### src/rtl/dpcm_pkg.sv
`default_nettype none
// +--------------------------------------------------------------------------+
// | Module   : dpcm_pkg                                                      |
// | Brief    : Shared DPCM types, default widths and signed saturation.      |
// | Revision : 1.0                                                           |
// +--------------------------------------------------------------------------+
package dpcm_pkg;

    localparam int DEFAULT_SAMPLE_W = 16;
    localparam int DEFAULT_RES_W    = 9;

    typedef enum logic [1:0] {
        IDLE  = 2'd0,
        ADD   = 2'd1,
        CLAMP = 2'd2
    } DecState;

    // Symmetric mode drops the most negative code so the range is +/-(2^(w-1)-1).
    function automatic logic signed [63:0] sat_signed(
        input logic signed [63:0] value,
        input int                 width,
        input bit                 symmetric = 1'b0
    );
        logic signed [63:0] hi;
        logic signed [63:0] lo;
        hi = (64'sd1 <<< (width - 1)) - 64'sd1;
        lo = symmetric ? -hi : -hi - 64'sd1;
        if (value > hi)
            return hi;
        else if (value < lo)
            return lo;
        else
            return value;
    endfunction

endpackage
`default_nettype wire

### src/rtl/dpcm_clamp.sv
`default_nettype none
// +--------------------------------------------------------------------------+
// | Module   : dpcm_clamp                                                    |
// | Brief    : Combinational signed clamp of an IN_W value to OUT_W range,   |
// |            result sign-extended to OUT_EXT_W bits.                       |
// | Revision : 1.0                                                           |
// +--------------------------------------------------------------------------+
module dpcm_clamp
    import dpcm_pkg::*;
#(
    parameter int IN_W      = 32,
    parameter int OUT_W     = 16,
    parameter int OUT_EXT_W = 32,
    parameter bit SYMMETRIC = 1'b0
) (
    input  logic signed [IN_W-1:0]      value,
    output logic signed [OUT_EXT_W-1:0] clamped
);

    logic signed [63:0] w_sat;

    assign w_sat   = sat_signed(64'(value), OUT_W, SYMMETRIC);
    assign clamped = OUT_EXT_W'(w_sat);

endmodule
`default_nettype wire

### src/rtl/dpcm_decoder.sv
`default_nettype none
// +--------------------------------------------------------------------------+
// | Module   : dpcm_decoder                                                  |
// | Brief    : DPCM reconstruction: residual clamp, accumulate, sample clamp.|
// |            Optional Sat output with DPCM_DEC_SAT_FLAG_EN.                |
// | Revision : 1.0                                                           |
// +--------------------------------------------------------------------------+
module dpcm_decoder
    import dpcm_pkg::*;
#(
    parameter int DW       = 32,
    parameter int SAMPLE_W = DEFAULT_SAMPLE_W,
    parameter int RES_W    = DEFAULT_RES_W
) (
    input  logic          clk,
    input  logic          rst,
    input  logic          Valid,
    input  logic [DW-1:0] DataIn,
    output logic          Ready,
    output logic [DW-1:0] DataOut
`ifdef DPCM_DEC_SAT_FLAG_EN
    ,
    output logic          Sat
`endif
);

    DecState r_state;
    DecState w_next_state;

    logic signed [DW-1:0] r_res;
    logic signed [DW:0]   r_sum;
    logic signed [DW-1:0] r_pred;
    logic signed [DW-1:0] w_res_clamped;
    logic signed [DW-1:0] w_sum_clamped;

    dpcm_clamp #(
        .IN_W      (DW),
        .OUT_W     (RES_W),
        .OUT_EXT_W (DW),
        .SYMMETRIC (1'b1)
    ) u_res_clamp (
        .value   (DataIn),
        .clamped (w_res_clamped)
    );

    dpcm_clamp #(
        .IN_W      (DW + 1),
        .OUT_W     (SAMPLE_W),
        .OUT_EXT_W (DW),
        .SYMMETRIC (1'b0)
    ) u_sum_clamp (
        .value   (r_sum),
        .clamped (w_sum_clamped)
    );

    always_ff @(posedge clk or negedge rst) begin
        if (!rst)
            r_state <= IDLE;
        else
            r_state <= w_next_state;
    end

    always_comb begin
        w_next_state = r_state;
        case (r_state)
            IDLE:    if (Valid) w_next_state = ADD;
            ADD:     w_next_state = CLAMP;
            CLAMP:   w_next_state = IDLE;
            default: w_next_state = IDLE;
        endcase
    end

    // Sum is one bit wider than the operands so it cannot wrap before clamping.
    always_ff @(posedge clk or negedge rst) begin
        if (!rst) begin
            r_res  <= '0;
            r_sum  <= '0;
            r_pred <= '0;
        end else begin
            case (r_state)
                IDLE:    if (Valid) r_res <= w_res_clamped;
                ADD:     r_sum <= {r_pred[DW-1], r_pred} + {r_res[DW-1], r_res};
                CLAMP:   r_pred <= w_sum_clamped;
                default: ;
            endcase
        end
    end

    assign Ready   = (r_state == IDLE);
    assign DataOut = r_pred;

`ifdef DPCM_DEC_SAT_FLAG_EN
    logic r_res_clip;
    logic r_sat;
    logic w_res_clip;
    logic w_sum_clip;

    assign w_res_clip = (w_res_clamped != DataIn);
    assign w_sum_clip = ({w_sum_clamped[DW-1], w_sum_clamped} != r_sum);

    always_ff @(posedge clk or negedge rst) begin
        if (!rst) begin
            r_res_clip <= 1'b0;
            r_sat      <= 1'b0;
        end else begin
            if (r_state == IDLE && Valid)
                r_res_clip <= w_res_clip;
            if (r_state == CLAMP)
                r_sat <= r_res_clip | w_sum_clip;
        end
    end

    assign Sat = r_sat;
`endif

endmodule
`default_nettype wire
### config.mk
export PLATFORM = sky130hd
export DESIGN_NAME = dpcm_decoder
export DESIGN_NICKNAME = d
export VERILOG_FILES = /design/src/rtl/dpcm_pkg.sv /design/src/rtl/dpcm_clamp.sv /design/src/rtl/dpcm_decoder.sv
export SDC_FILE = /design/constraint.sdc
export NUM_CORES = 1
export LEC_CHECK = 0
export CORE_UTILIZATION = 57
export CTS_CLUSTER_SIZE = 25
export DETAILED_ROUTE_END_ITERATION = 6
export PLACE_DENSITY = 0.92
export SLEW_MARGIN = 5
export SYNTH_ARGS = -nofsm -noshare
export SYNTH_HDL_FRONTEND = slang
export SYNTH_SLANG_ARGS = --single-unit
### constraint.sdc
create_clock -name clk -period 3.1 [get_ports clk]
set_input_delay 0.62 -clock clk [delete_from_list [all_inputs] [get_ports clk]]
set_output_delay 0.62 -clock clk [all_outputs]
set_load 0.05 [all_outputs]
Word level (Yosys, flattened, before mapping)

Cells that the tools add are included.

Bits in writable memories: 0
Bits in registers: 99
ROM bits: 0
Input port bits: 35
Bits in latches: 0
Logic and storage cells: 20
Output and inout bits: 33
Memories: 0

Div/mod/pow operators: 0
Bitwise operators: 0
Reductions and logical operators: 2
Mux-type cells: 6
Shift-type cells: 0
Multipliers: 0
Equal/unequal tests: 3
$add $sub $neg: 1
$lt $le $gt $ge: 4

Operator list:

| operator                                                      | count |
|---|---|
| two-way mux 32 bit                                            | 4 |
| adder 32 x 32 -> 33 bit                                       | 1 |
| > comparator 33 x 16 -> 1 bit (second input constant)         | 1 |
| less-than comparator 33 x 16 -> 1 bit (second input constant) | 1 |
| > comparator 32 x 9 -> 1 bit (second input constant)          | 1 |
| less-than comparator 32 x 9 -> 1 bit (second input constant)  | 1 |
| one-hot mux 2 bit (2 select lines)                            | 1 |
| equality test 2 x 1 -> 1 bit (second input constant)          | 1 |
| equality test 2 bit (second input constant)                   | 1 |
| logical NOT 2 bit                                             | 1 |
| two-way mux 2 bit                                             | 1 |
| != test 2 bit (second input constant)                         | 1 |
| AND reduction 2 bit                                           | 1 |

Longest topological paths before layout

Depth in word-level cells: 3
Depth in mapped cells: 9
Gate-level depth less buffers: 9

Cells and area by module

Synthesis repeated with hierarchy kept, for this count alone.

Cells, all modules: 651
Area, all modules: 6465.0 µm²

Modules (own cells, without submodules):

| module                   | cells an instance | instances | area an instance (µm²) |
|---|---|---|---|
| dpcm_decoder             | 505               | 1         | 5403.9 |
| dpcm_clamp (u_res_clamp) | 97                | 1         | 763.2 |
| dpcm_clamp (u_sum_clamp) | 49                | 1         | 297.8 |

Least setup slack after synthesis

Ideal clock, no wire load.

Path kind: reg-to-reg
Start: register r_pred[0] (netlist: DataOut[0])
End: register r_sum[30]
Path buffers: 0
Arrival: 2.520 ns
Data required time: 2.968 ns
Slack: 0.448 ns
Clock period less this slack: 2.652 ns
Setup time: 0.132 ns
Cell stages (with the launch flop): 10
Cells stage by stage: dfrtp_1 -> ha_1 -> fa_1 -> a211oi_1 -> o21bai_1 -> a311o_1 -> a31oi_1 -> o21bai_1 -> xnor2_1 -> o21ai_1

Longest elaborated chain between the ends: 1

Ends and longest elaborated chain:

| item                     | RTL line           | RTL |
|---|---|---|
| start: declaration       | dpcm_decoder.sv:32 | `logic signed [DW-1:0] r_pred;` |
| start signal: assignment | dpcm_decoder.sv:83 | `CLAMP: r_pred <= w_sum_clamped;` |
| adder 32 x 32 -> 33 bit  | dpcm_decoder.sv:82 | `ADD: r_sum <= {r_pred[DW-1], r_pred} + {r_res[DW-1], r_res};` |
| end signal: assignment   | dpcm_decoder.sv:82 |  |
| end: declaration         | dpcm_decoder.sv:31 | `logic signed [DW:0] r_sum;` |

Every way passes these cells.
A chain may end at the register's enable or synchronous reset.

Worst setup path in the final report

Ends and elaborated chain as after synthesis.

==> impl_metrics.yaml <==
drt:
  drtIter0Drc: 385
  avgRoutedWirePerCell_um: 17.8
  ant_nets: 0
  drt_pass1_iterations: 5
  num_vias: 5238
  totalWireLength_um: 15000
  remaining_drc_errors: 0
  via_per_inst: 6.22
cts:
  clockBufferDepth: 2
  cts_tree: "built"
  insertion_delay_ns: 0.39
  cts_buffers: 9
  htreeDepth: 3
  clk_pin_slew_ns: 0.11
  cts_num_sinks: 99
  cts_setup_buffers: 0
  root_buffer: "clkbuf_8"
power:
  vdd_drop_max_mv: 0.635
  leakage_nw: 2.92
  p_per_area_nw_per_um2: 1180
setup_path:
  worstSetupStartpointType: "register"
  r2r_end: "r_sum[30]"
  critPathRequiredTime_ns: 3.38
  critPathLaunch: "DataOut[0]"
  arrival_ns: 3.06
  r2r_setup_slack_ns: 0.31
  path_class: "reg2reg"
  critPathCapture: "r_sum[30]"
  r2r.worst_path.cells: 9
  endpoint_kind: "register"
  regToRegStartpoint: "DataOut[0]"
  cp_max_fo: 4
yosys:
  syn_area_per_cell_um2: 8.81
  async_flop_share_pct: 100
  yosys.cell_types.count: 56
  synth_seq_cells: 99
  ys_seq_area_share_pct: 42.9
  ys.flop_type: "dfrtp_1"
  syn_inst: 656
  synthesis.nets: 725
  yosys_warnings: 0
  yosysTopAreaCell: "dfrtp_1"
  synth_top_area_share_pct: 42.9
  synth-edff-count: 0
  synth_area_um2: 5780
  yosys-top-cells-area: "dfrtp_1 43%, o21ai_0 7.4%, nand2_1 7.3%"
global_routing:
  grt-ovfl-total: 0
  antenna_found_initial: 0
  grt_start_max_net_pins: 54
  grt_pass1_wl_um: 24100
  first_global_vias: 4898
  grt_use_total_pct: 30.4
sta:
  hold_viol_final: 0
  fin_tns_setup_ns: 0
  period_share_pct: 90.0
  worst_pin_slew_ns: 1.03
  max_slew_margin_pct: 30.9
  fmaxAchievable_mhz: 359
  slew_violations: 0
  rsz0062_at_grt: "false"
  fin_crit_ns: 2.79
  fin_skew_ns: 0.0156
  setup_violations: 0
flow_run:
  drv_cap: 0
cells_and_area:
  area_growth_pct: 17.0
  fin_nets: 773
  fin_area_um2: 6760
  diodes: 0
  final_cell_mix: "113 x nand2_1, 99 x dfrtp_1, 85 x o21ai_0, 66 x clkdlybuf4s50_1, 47 x nor2_1"
  layout_commonest_cell: "nand2_1"
  drive_above_1_share_pct: 5.22
floorplanning:
  die_area_um2: 10500
  die_y_um: 103
  initial_utilization_pct: 58.9
  die_w_um: 103
  num_rows: 36
  core-area_um2: 9820
  ioPinCount: 68
run_status:
  status: "complete, no violations"
placement:
  hpwl_um: 11200
  placed_area_um2: 6520
  io_buffers: 67
  gp_congestion: 0.910
min_path:
  hold_path.class: "in2async"
## flip-flops by register name, indices dropped and copies added (netlist names)
register  count
r_state       2
r_sum        33
DataOut      32
r_res        32
## cells in the mapped netlist (2+ instances only)
cell / number
nand2b_1: 2
nand2_1: 113
nand4_1: 27
xnor2_1: 10
or4_1: 2
nor2b_1: 11
a21oi_1: 33
nor2_1: 47
o21a_1: 19
xor2_1: 12
a211oi_1: 6
a21boi_2: 2
o21ai_0: 85
dfrtp_1: 99
o211ai_1: 5
clkbuf_1: 26
nand3_1: 5
a31oi_1: 7
nor4_1: 14
buf_2: 8
and4_1: 3
o311ai_1: 2
o31ai_1: 5
o22a_1: 7
inv_1: 6
ha_1: 33
and2_1: 3
mux2i_1: 2
a21o_1: 19
nor3_1: 4
o21bai_1: 7
and3_1: 3
o21ai_1: 6
## critical path: stages, from the launching register on
cell,delay [ns]
dfrtp_1,0.43
ha_1,0.25
fa_1,0.43
a211oi_1,0.35
o21bai_1,0.14
a311o_1,0.40
a31oi_1,0.29
o21bai_1,0.13
xnor2_1,0.19
o21ai_1,0.07
## cell families after synthesis
family          synth area share [%]
xor+xnor                        3.33
simple gates                    19.0
flops                           42.9
mux                            0.346
compound gates                  23.9
fa+ha+maj                       7.49
buf+inv                         3.16
## report_power, final
group | internal, mW | switching (mW) | total (mW)
clock network | 0.486 | 0.496 | 0.982
logic | 1.71 | 2.98 | 4.69
registers | 1.80 | 0.470 | 2.27
## area by class of cell
type                            count  area, um^2
Multi-Input combinational cell    513        3130
Fill cell                         783        3060
Sequential cell                    99        2480
Timing Repair Buffer               73         726
Tap cell                          133         166
Clock buffer                       10         138
Clock inverter                      6        95.1
Inverter                            8        30.0
## per-layer routing
metal	track usage [%]	wire length (um)	vias to the layer above
met5	0	0	-
met3	5.97	1110	36
li1	-	-	2477
met1	42.9	6770	2462
met4	10.5	359	0
met2	46.8	6730	263
## per-stage QoR
| stage | power, mW | std cells | util [%] | hold WS [ns] | setup WS [ns] |
|---|---|---|---|---|---|
| global placement | 6.70 | 826 | 66.4 | 0.452 | 0.297 |
| detailed placement | 6.85 | 826 | 66.4 | 0.465 | 0.175 |
| global route | 8.45 | 842 | 68.9 | 0.260 | 0.108 |
| CTS | 7.84 | 842 | 68.8 | 0.244 | 0.188 |
| finish | 7.95 | 842 | 68.9 | 0.226 | 0.311 |
| floorplan | 5.54 | 656 | - | 0.324 | 0.448 |
## worst min path at each step
| stage | endpoint | slack [ns] | depth (start not counted) |
|---|---|---|---|
| 3_3_place_gp | r_sum[0] | 0.45 | 2 |
| 2_1_floorplan | DataOut[0] | 0.32 | 0 |
| 5_1_grt | r_res[8] | 0.26 | 1 |
| 6_report | r_res[8] | 0.23 | 1 |
| 3_5_place_dp | r_sum[9] | 0.46 | 2 |
| 4_1_cts | r_res[0] | 0.24 | 1 |
## timing repair
action,in CTS,in global routing
endpoints found under the setup margin,0,1
gates resized for setup,0,1
hold buffers,0,0
(Power assumes the default switching activity.)
